`config.mk`:
```
export PLATFORM = sky130hd
export DESIGN_NAME = tick_sched
export DESIGN_NICKNAME = d
export VERILOG_FILES = /design/src/rtl/tick_sched_pkg.sv /design/src/rtl/tick_chan.sv /design/src/rtl/tick_sched.sv
export SDC_FILE = /design/constraint.sdc
export NUM_CORES = 1
export LEC_CHECK = 0
export CAP_MARGIN = 20
export CORE_MARGIN = 2
export CORE_UTILIZATION = 61
export DETAILED_ROUTE_END_ITERATION = 8
export PLACE_DENSITY = 0.78
export RECOVER_POWER = 50
export REMOVE_ABC_BUFFERS = 1
export SETUP_SLACK_MARGIN = 0.15
export SKIP_LAST_GASP = 1
export SLEW_MARGIN = 20
export SYNTH_ARGS = -nofsm -noshare
export SYNTH_HDL_FRONTEND = slang
export SYNTH_SLANG_ARGS = --single-unit
export TNS_END_PERCENT = 5
```
`constraint.sdc`:
```
create_clock -name clk -period 4.2 [get_ports clk]
set_input_delay 0.84 -clock clk [delete_from_list [all_inputs] [get_ports clk]]
set_output_delay 0.84 -clock clk [all_outputs]
set_load 0.005 [all_outputs]
```
`src/rtl/tick_sched_pkg.sv`:
```
// -----------------------------------------------------------------------------
// tick_sched_pkg
// Shared constants and types for the tick scheduler:
//   - DIV_W           : divisor / counter width (covers 100,000,000)
//   - DEF_DIV0..3     : reset divisors for the four standard consumers
//   - CH_VGA..CH_CHAR : channel index constants
//   - cfgState_t      : config FSM state encoding (IDLE / PEND / DONE)
// -----------------------------------------------------------------------------
package tick_sched_pkg;

  localparam int DIV_W = 27;

  // Reset divisors at a 100 MHz system clock
  localparam int DEF_DIV0 = 4;          // VGA pixel, 25 MHz
  localparam int DEF_DIV1 = 200000;     // 7-seg scan, 500 Hz
  localparam int DEF_DIV2 = 100000000;  // game timer, 1 Hz
  localparam int DEF_DIV3 = 10000000;   // character animation, 10 Hz

  localparam int CH_VGA  = 0;
  localparam int CH_SEG  = 1;
  localparam int CH_SEC  = 2;
  localparam int CH_CHAR = 3;

  typedef enum logic [1:0] {
    IDLE = 2'd0,
    PEND = 2'd1,
    DONE = 2'd2
  } cfgState_t;

endpackage

```
`src/rtl/tick_chan.sv`:
```
// -----------------------------------------------------------------------------
// tick_chan
// One tick channel: modulo-div counter, divisor register and registered tick.
// tick is high for one cycle every div cycles while run=1; div=0 disables the
// channel. A load replaces the divisor and restarts the period; when it lands
// on the wrap cycle the old period's tick is still emitted.
//
// Optional build macro: TICK_SQUARE_OUT_EN adds output sq, which toggles on
// every tick (half-rate 50% square wave) and is cleared by sync.
//
// Ports:
//   clk      in   system clock
//   rst      in   asynchronous active-low reset
//   run      in   1 = count, 0 = hold (no ticks)
//   sync     in   clear counter, suppress tick this cycle (beats run)
//   load     in   apply loadDiv and clear the counter
//   loadDiv  in   new divisor (0 = disable)
//   tick     out  registered one-cycle enable
//   wrap     out  this cycle ends a period (tick is set at the next edge)
//   divZero  out  channel currently disabled
//   sq       out  (TICK_SQUARE_OUT_EN only) toggles on every tick
// -----------------------------------------------------------------------------
module tick_chan
  import tick_sched_pkg::*;
#(
  parameter logic [DIV_W-1:0] RST_DIV = DIV_W'(DEF_DIV0)
) (
  input  logic             clk,
  input  logic             rst,
  input  logic             run,
  input  logic             sync,
  input  logic             load,
  input  logic [DIV_W-1:0] loadDiv,
  output logic             tick,
  output logic             wrap,
  output logic             divZero
`ifdef TICK_SQUARE_OUT_EN
  ,
  output logic             sq
`endif
);

  logic [DIV_W-1:0] cnt;
  logic [DIV_W-1:0] div;

  assign divZero = (div == '0);
  // Guarding on divZero keeps the div-1 underflow from ever matching.
  assign wrap    = run && !sync && !divZero && (cnt == div - DIV_W'(1));

  // NOTE: sequential state uses non-blocking assignments so every register
  // samples pre-edge values regardless of statement order.
  always_ff @(posedge clk or negedge rst) begin
    if (!rst) begin
      cnt  <= '0;
      div  <= RST_DIV;
      tick <= 1'b0;
    end else begin
      tick <= wrap;
      if (load) begin
        div <= loadDiv;
        cnt <= '0;
      end else if (sync || wrap) begin
        cnt <= '0;
      end else if (run && !divZero) begin
        cnt <= cnt + DIV_W'(1);
      end
    end
  end

`ifdef TICK_SQUARE_OUT_EN
  always_ff @(posedge clk or negedge rst) begin
    if (!rst) begin
      sq <= 1'b0;
    end else if (sync) begin
      sq <= 1'b0;
    end else if (wrap) begin
      sq <= ~sq;
    end
  end
`endif

endmodule

```
`src/rtl/tick_sched.sv`:
```
// -----------------------------------------------------------------------------
// tick_sched
// Runtime-programmable timebase: N_CH single-cycle tick enables derived from
// clk. A valid/ready config port reprograms one channel's divisor; the new
// value is held pending and applied only on a period boundary (the channel's
// wrap cycle), or immediately if the channel is disabled, paused or synced,
// so no runt or stretched ticks appear.
//
// Optional build macro: TICK_SQUARE_OUT_EN adds output sq[N_CH].
//
// Ports:
//   clk        in   system clock (100 MHz)
//   rst        in   asynchronous active-low reset
//   run        in   1 = counters advance, 0 = pause
//   sync       in   single-cycle pulse; realigns all channels
//   cfg_valid  in   config request
//   cfg_ready  out  config slot free (IDLE)
//   cfg_ch     in   target channel (>= N_CH accepted, no effect)
//   cfg_div    in   new divisor; 0 disables the channel
//   cfg_done   out  one-cycle pulse after the divisor took effect
//   tick       out  per-channel one-cycle enables
//   sq         out  (TICK_SQUARE_OUT_EN only) per-channel half-rate squares
// -----------------------------------------------------------------------------
module tick_sched
  import tick_sched_pkg::*;
#(
  parameter int N_CH = 4,
  parameter int DIV0 = DEF_DIV0,
  parameter int DIV1 = DEF_DIV1,
  parameter int DIV2 = DEF_DIV2,
  parameter int DIV3 = DEF_DIV3
) (
  input  logic                    clk,
  input  logic                    rst,
  input  logic                    run,
  input  logic                    sync,
  input  logic                    cfg_valid,
  output logic                    cfg_ready,
  input  logic [$clog2(N_CH)-1:0] cfg_ch,
  input  logic [DIV_W-1:0]        cfg_div,
  output logic                    cfg_done,
  output logic [N_CH-1:0]         tick
`ifdef TICK_SQUARE_OUT_EN
  ,
  output logic [N_CH-1:0]         sq
`endif
);

  localparam int CH_W = $clog2(N_CH);

  cfgState_t        state;
  cfgState_t        nextState;
  logic [CH_W-1:0]  pendCh;
  logic [DIV_W-1:0] pendDiv;
  logic             applyNow;
  logic             chValid;
  logic [N_CH-1:0]  wrapV;
  logic [N_CH-1:0]  divZeroV;
  logic [N_CH-1:0]  loadV;

  assign chValid   = (32'(pendCh) < N_CH);
  assign cfg_ready = (state == IDLE);
  assign cfg_done  = (state == DONE);

  always_ff @(posedge clk or negedge rst) begin
    if (!rst) begin
      state   <= IDLE;
      pendCh  <= '0;
      pendDiv <= '0;
    end else begin
      state <= nextState;
      if (state == IDLE && cfg_valid) begin
        pendCh  <= cfg_ch;
        pendDiv <= cfg_div;
      end
    end
  end

  // NOTE: every always_comb output gets a default first so no path can
  // leave it unassigned and infer a latch.
  always_comb begin
    nextState = state;
    applyNow  = 1'b0;
    unique case (state)
      IDLE: if (cfg_valid) nextState = PEND;
      PEND: begin
        // An out-of-range channel has no boundary to wait for.
        applyNow = !chValid || wrapV[pendCh] || divZeroV[pendCh] || !run || sync;
        if (applyNow) nextState = DONE;
      end
      DONE:    nextState = IDLE;
      default: nextState = IDLE;
    endcase
  end

  for (genvar i = 0; i < N_CH; i++) begin : gCh
    localparam logic [DIV_W-1:0] RST_DIV = DIV_W'(
      (i == CH_VGA)  ? DIV0 :
      (i == CH_SEG)  ? DIV1 :
      (i == CH_SEC)  ? DIV2 :
      (i == CH_CHAR) ? DIV3 : DIV0);

    assign loadV[i] = applyNow && (pendCh == CH_W'(i));

    tick_chan #(.RST_DIV(RST_DIV)) uChan (
      .clk     (clk),
      .rst     (rst),
      .run     (run),
      .sync    (sync),
      .load    (loadV[i]),
      .loadDiv (pendDiv),
      .tick    (tick[i]),
      .wrap    (wrapV[i]),
      .divZero (divZeroV[i])
`ifdef TICK_SQUARE_OUT_EN
      ,
      .sq      (sq[i])
`endif
    );
  end

endmodule

```
* After elaboration in Yosys (flattened, before gate mapping)
Index checks and enable logic that the tools add are counted.
Widths: inputs -> output; s select.
** Word-level totals
- Register bits :: 251
- Bits of input ports :: 34
- Output and inout bits :: 6
- Logic and storage cells :: 97
** Cells by class
- Add/sub/neg operators :: 8
- $lt $le $gt $ge :: 1
- Equality and inequality tests :: 11
- Muxes and demuxes :: 20
- Reduce and logical (&&, ||, !) cells :: 42
** Operators by type and width (count)
- $mux 27 :: 12
- $add 27x1->27 const B :: 4
- $eq 27x27->1 :: 4
- $logic_not 27->1 :: 4
- $sub 27x1->27 const B :: 4
- $logic_and 1x1->1 :: 18
- $reduce_bool 3->1 :: 4
- $logic_or 1x1->1 :: 7
- $eq 2x2->1 const B :: 3
- $logic_not 1->1 :: 6
- $bmux 1 s2 :: 2
- $eq 2x1->1 const B :: 2
- $logic_not 2->1 :: 2
- $mux 2 :: 2
- $ne 2x2->1 const B :: 2
- $pmux 2 s2 :: 1
- $lt 2x3->1 const B :: 1
- $mux 1 :: 3
- $reduce_and 2->1 :: 1

* Longest topological paths before layout
- Depth after elaboration :: 12
- Gate-level depth with buffers :: 14
- Gate-level depth less buffers :: 11

* Hierarchy
From an unflattened synthesis, not the netlist that was laid out.
** Second synthesis, totals
- Cells, all modules :: 1548
- Area total of the unflattened synthesis :: 15543.7 sq um
** Modules (own cells, without submodules)
- tick_chan at gCh[2].uChan :: times used 1, cells an instance 370, area an instance 3588.4 sq um, sequential area each 1391.3 sq um
- tick_chan at gCh[1].uChan :: times used 1, cells an instance 370, area an instance 3580.9 sq um, sequential area each 1383.8 sq um
- tick_chan at gCh[0].uChan :: times used 1, cells an instance 370, area an instance 3574.7 sq um, sequential area each 1377.6 sq um
- tick_chan at gCh[3].uChan :: times used 1, cells an instance 352, area an instance 3523.4 sq um, sequential area each 1386.3 sq um
- tick_sched :: times used 1, cells an instance 86, area an instance 1276.2 sq um, sequential area each 775.7 sq um

* Least setup slack after synthesis
Ideal clock, no wire load.
- Path type :: register -> register
- Start point :: register gCh[2].uChan.div[0]
- End point :: register gCh[3].uChan.div[11]
- Library setup time :: 0.127 ns
- Arrival time :: 3.377 ns
- Data required time :: 4.073 ns
- Setup slack :: 0.696 ns
- Stages on the path, launching flop included :: 14
- Path buffers :: 2
- Period minus slack after synthesis :: 3.504 ns
- Cells stage by stage :: dfrtp_1 inv_1 ha_1 nor3b_2 nand3_2 nor3_1 xnor2_1 or4_1 or3_1 o21ai_2 o21ba_1 buf_4 buf_6 mux2_1
** Between the ends
- Cells in the longest elaborated chain, start to end :: 11
- Elaborated cells between the ends (all ways) :: 15
- Classes of those cells :: 1 x add/sub; 1 x eq/ne; 5 x mux; 8 x reduce/logical
** RTL lines
- from (decl) :: line tick_chan.sv:44 : logic [DIV_W-1:0] div;
- from (signal assigned) :: line tick_chan.sv:60 : div <= loadDiv;
- branches (longest 6 deep; another with $sub 27x1->27)
- $logic_or 1x1->1 * (3 in series) :: line tick_sched.sv:88 : applyNow = !chValid || wrapV[pendCh] || divZeroV[pendCh] || !run || sync;
- $mux 1 * :: line tick_sched.sv:84 : unique case (state)
- $logic_and 1x1->1 * :: line tick_sched.sv:103 : assign loadV[i] = applyNow && (pendCh == CH_W'(i));
- to (signal assigned) :: line tick_chan.sv:60
- to (decl) :: line tick_chan.sv:44
Every way passes the cells marked *. The select of a mux whose other input is x is not followed.
A chain may end at the register's enable or synchronous reset.

* Worst setup path in the final report
- Start point :: register gCh[2].uChan.div[0]
- End point :: register gCh[3].uChan.div[13]
Same word-level chain as after synthesis.

==> flow_metrics.tcl <==
set metrics [dict create \
    core.rowCount 57 \
    swShare_pct 37.5 \
    power_mw 10.5 \
    hpwl_um 24900 \
    area_growth_pct 11.7 \
    yosysTopAreaCellShare_pct 37.5 \
    grt_max_degree 92 \
    portBuffers 39 \
    setup_viol 0 \
    hold_violations 0 \
    wl_per_cell_um 19.4 \
    pwr-share-comb_pct 31.2 \
    clock-skew-final_ns 0.0138 \
    fin_crit_sh_pct 90.8 \
    antenna_found_initial 2 \
    design_area_um2 16700 \
    clock-sinks 251 \
    slew_viol_final 109 \
    htree_num_levels 1 \
    die_h_um 160 \
    maxCapViolCount 2 \
    rsz0062_at_grt "no" \
    syn-cell-area_um2 14900 \
    r2r-end "gCh[3].uChan.div[13]" \
    gp_congestion 0.888 \
    syn_inst 1479 \
    drc_errors 0 \
    violations "capacitance limit, slew limit" \
    io_pins 40 \
    final_cells 1849 \
    drt_first_pass_iters 5 \
    die_w_um 160 \
    r2r-start "gCh[2].uChan.div[0]" \
    grt_pass1_vias 11300 \
    utilization_pct 69.0 \
    netlist_top_cells_count "224 x dfrtp_1, 196 x nor2_1, 122 x xnor2_1" \
    whs_endpoint "gCh[2].uChan.div[25]" \
    async_flop_share_pct 100 \
    ys_top_cells_by_area "dfrtp_1 38%, xnor2_1 7.2%, xor2_1 7.0%" \
    root_buffer "clkbuf_16" \
    critical_path_class "reg2reg" \
    worstHoldPathCells 1 \
    worst_hold_path_type "reg2reg" \
    placed_area_um2 15600 \
    yosysWarnings 0 \
    power.share.clock_pct 25.7 \
    hp-start "gCh[2].uChan.div[25]" \
    gr-total-overflow 0 \
    synth_largest_area_cell "dfrtp_1" \
    yosys_most_used_dff "dfrtp_1" \
    syn_area_per_cell_um2 10.1 \
    ir_drop_v 0.000481 \
    p_int_mw 6.58 \
    crit_path_start_kind "register" \
    r2r_slack_ns 0.39 \
    crit_arrival_ns 4.23 \
    cp_max_fo 27 \
    cts_tree "built" \
    drtAntennaViolNets 0 \
    start_util_pct 61.8 \
    antenna_cells 0 \
    fin_crit_ns 3.81 \
    fp.coreArea_um2 24200 \
    synth.yosys.seq_area_share_pct 42.3 \
    clk_latency_ns 0.55 \
    synth.most_common_cell "dfrtp_1" \
    clockBufferDepth 3 \
    clk_pin_slew_ns 0.06 \
    routed_via_density 6.13 \
    wirelength_um 35800 \
    nNetsFinal 1549 \
    fmax_ghz 0.262 \
    p_sw_mw 3.94 \
    fin_tns_setup_ns 0 \
    powerDensity_nw_per_um2 631 \
    worstPathRequired_ns 4.62 \
    grt_first_pass_wirelength_um 58700 \
    outcome "finished, violations left" \
    numCtsBuffers 28 \
    layout-drive-gt1-share_pct 15.4 \
    ys_ff_latch 251 \
    routed-via-count 11300 \
    tightestPinTransition_ns 1.90 \
    pwr-share-seq_pct 43.1 \
    synth_edf_count 0 \
    dieArea_um2 25800 \
    p_leak_nw 6.89 \
    grt_use_total_pct 28.0 \
    r2r_cells 12 \
    worst_slack_ns 0.388 \
    relSlewSlack_pct -26.4 \
    end_kind "register" \
    dp_cells 1795 \
    hold_slack_ns 0.572 \
    pre_cts_slack_ns 0.184 \
    drtIter0Drc 804 \
    synth.distinct_cells 80 \
]
==> registers in the layout, summed over array words and instances, names as in the netlist <==
signal,cells
gCh.uChan.div,108
state,2
pendCh,2
pendDiv,27
gCh.uChan.tick,4
gCh.uChan.cnt,108
==> how the worst max path moves through the flow <==
stage                        start                    to  slack [ns]  cells past startpoint
5_1_grt        gCh[2].uChan.div[0]  gCh[3].uChan.div[13]        0.15                     12
2_1_floorplan  gCh[2].uChan.div[0]   gCh[3].uChan.div[0]        0.29                     11
3_5_place_dp                   run   gCh[3].uChan.div[3]        0.18                     11
3_3_place_gp                   run   gCh[3].uChan.div[0]        0.23                     11
6_report       gCh[2].uChan.div[0]  gCh[3].uChan.div[13]        0.39                     12
4_1_cts        gCh[2].uChan.div[0]  gCh[3].uChan.div[13]        0.27                     12
==> logic make-up after synthesis <==
logic type	synth area share, %
AOI/OAI and AO/OA	6.18
DFF	42.3
muxes	11.9
xor gates and xnor gates	14.1
adders and majority gates	1.01
buffers and inverters	3.00
and+or+nand+nor	21.5
==> worst max-delay path, stage by stage (launching register included) <==
cell,delay [ns]
dfrtp_1,0.44
inv_1,0.11
ha_1,0.24
nor3b_4,0.39
nand3b_1,0.19
xnor2_2,0.20
nand4_1,0.15
or4_1,0.53
or3_1,0.43
o21ai_2,0.23
o21ba_1,0.19
buf_12,0.20
mux2_1,0.37
==> per-layer routing <==
layer  vias up  routed length [µm]  GRT usage, %
li1       5285                   -             -
met1      5653               15400          37.3
met2       329               17300          47.2
met3        72                2150          5.24
met4         0                 983          7.99
met5         -                   0             0
==> power groups by stage <==
stage | clock [mW] | combinational, mW | sequential, mW
finish | 2.71 | 3.28 | 4.53
CTS | 2.73 | 3.23 | 4.47
global route | 2.83 | 3.61 | 4.62
detailed placement | 0 | 3.18 | 4.51
global placement | 0 | 3.06 | 4.47
floorplan | 0 | 2.58 | 3.95
==> what timing repair did <==
item	CTS	global route
gates resized for setup	0	6
hold buffers	0	0
setup endpoints to repair	0	98
setup buffers	0	2
==> layout by cell type, fill, tap and decap left out, types with 7 or more instances in the layout <==
master	netlist	layout
mux2i_1	13	13
nand2b_1	9	9
clkdlybuf4s50_1	0	37
a21oi_1	14	14
ha_1	12	12
mux2_2	75	75
nor2_1	196	196
nor3_1	44	43
a211oi_1	7	7
dfstp_2	27	27
a31oi_1	11	11
xor2_1	119	119
nor4_1	30	30
o2111ai_1	7	7
dfrtp_1	224	224
clkbuf_16	0	29
and3_1	29	29
nand2_1	77	77
and2_1	12	11
nand3_1	55	55
xnor2_1	122	121
mux2_4	20	20
inv_1	25	25
clkinv_2	0	8
o211ai_1	9	9
mux2_1	43	43
o21ai_0	19	19
nor2b_1	14	14
and4_1	19	19
buf_4	5	22
nand4_1	31	31
or4_1	17	17
nor4b_1	8	8
nor3b_1	10	9
or3_1	18	18
==> area by class of cell <==
class / count / area [µm²]
clock buffer: 35 / 778
clock inverter: 17 / 244
fill: 1815 / 7490
inverter: 25 / 93.8
multi-input combinational: 1130 / 8220
sequential: 251 / 6310
tap: 324 / 405
timing repair buffer: 67 / 629
No activity file was read; power rests on OpenSTA's default activity.
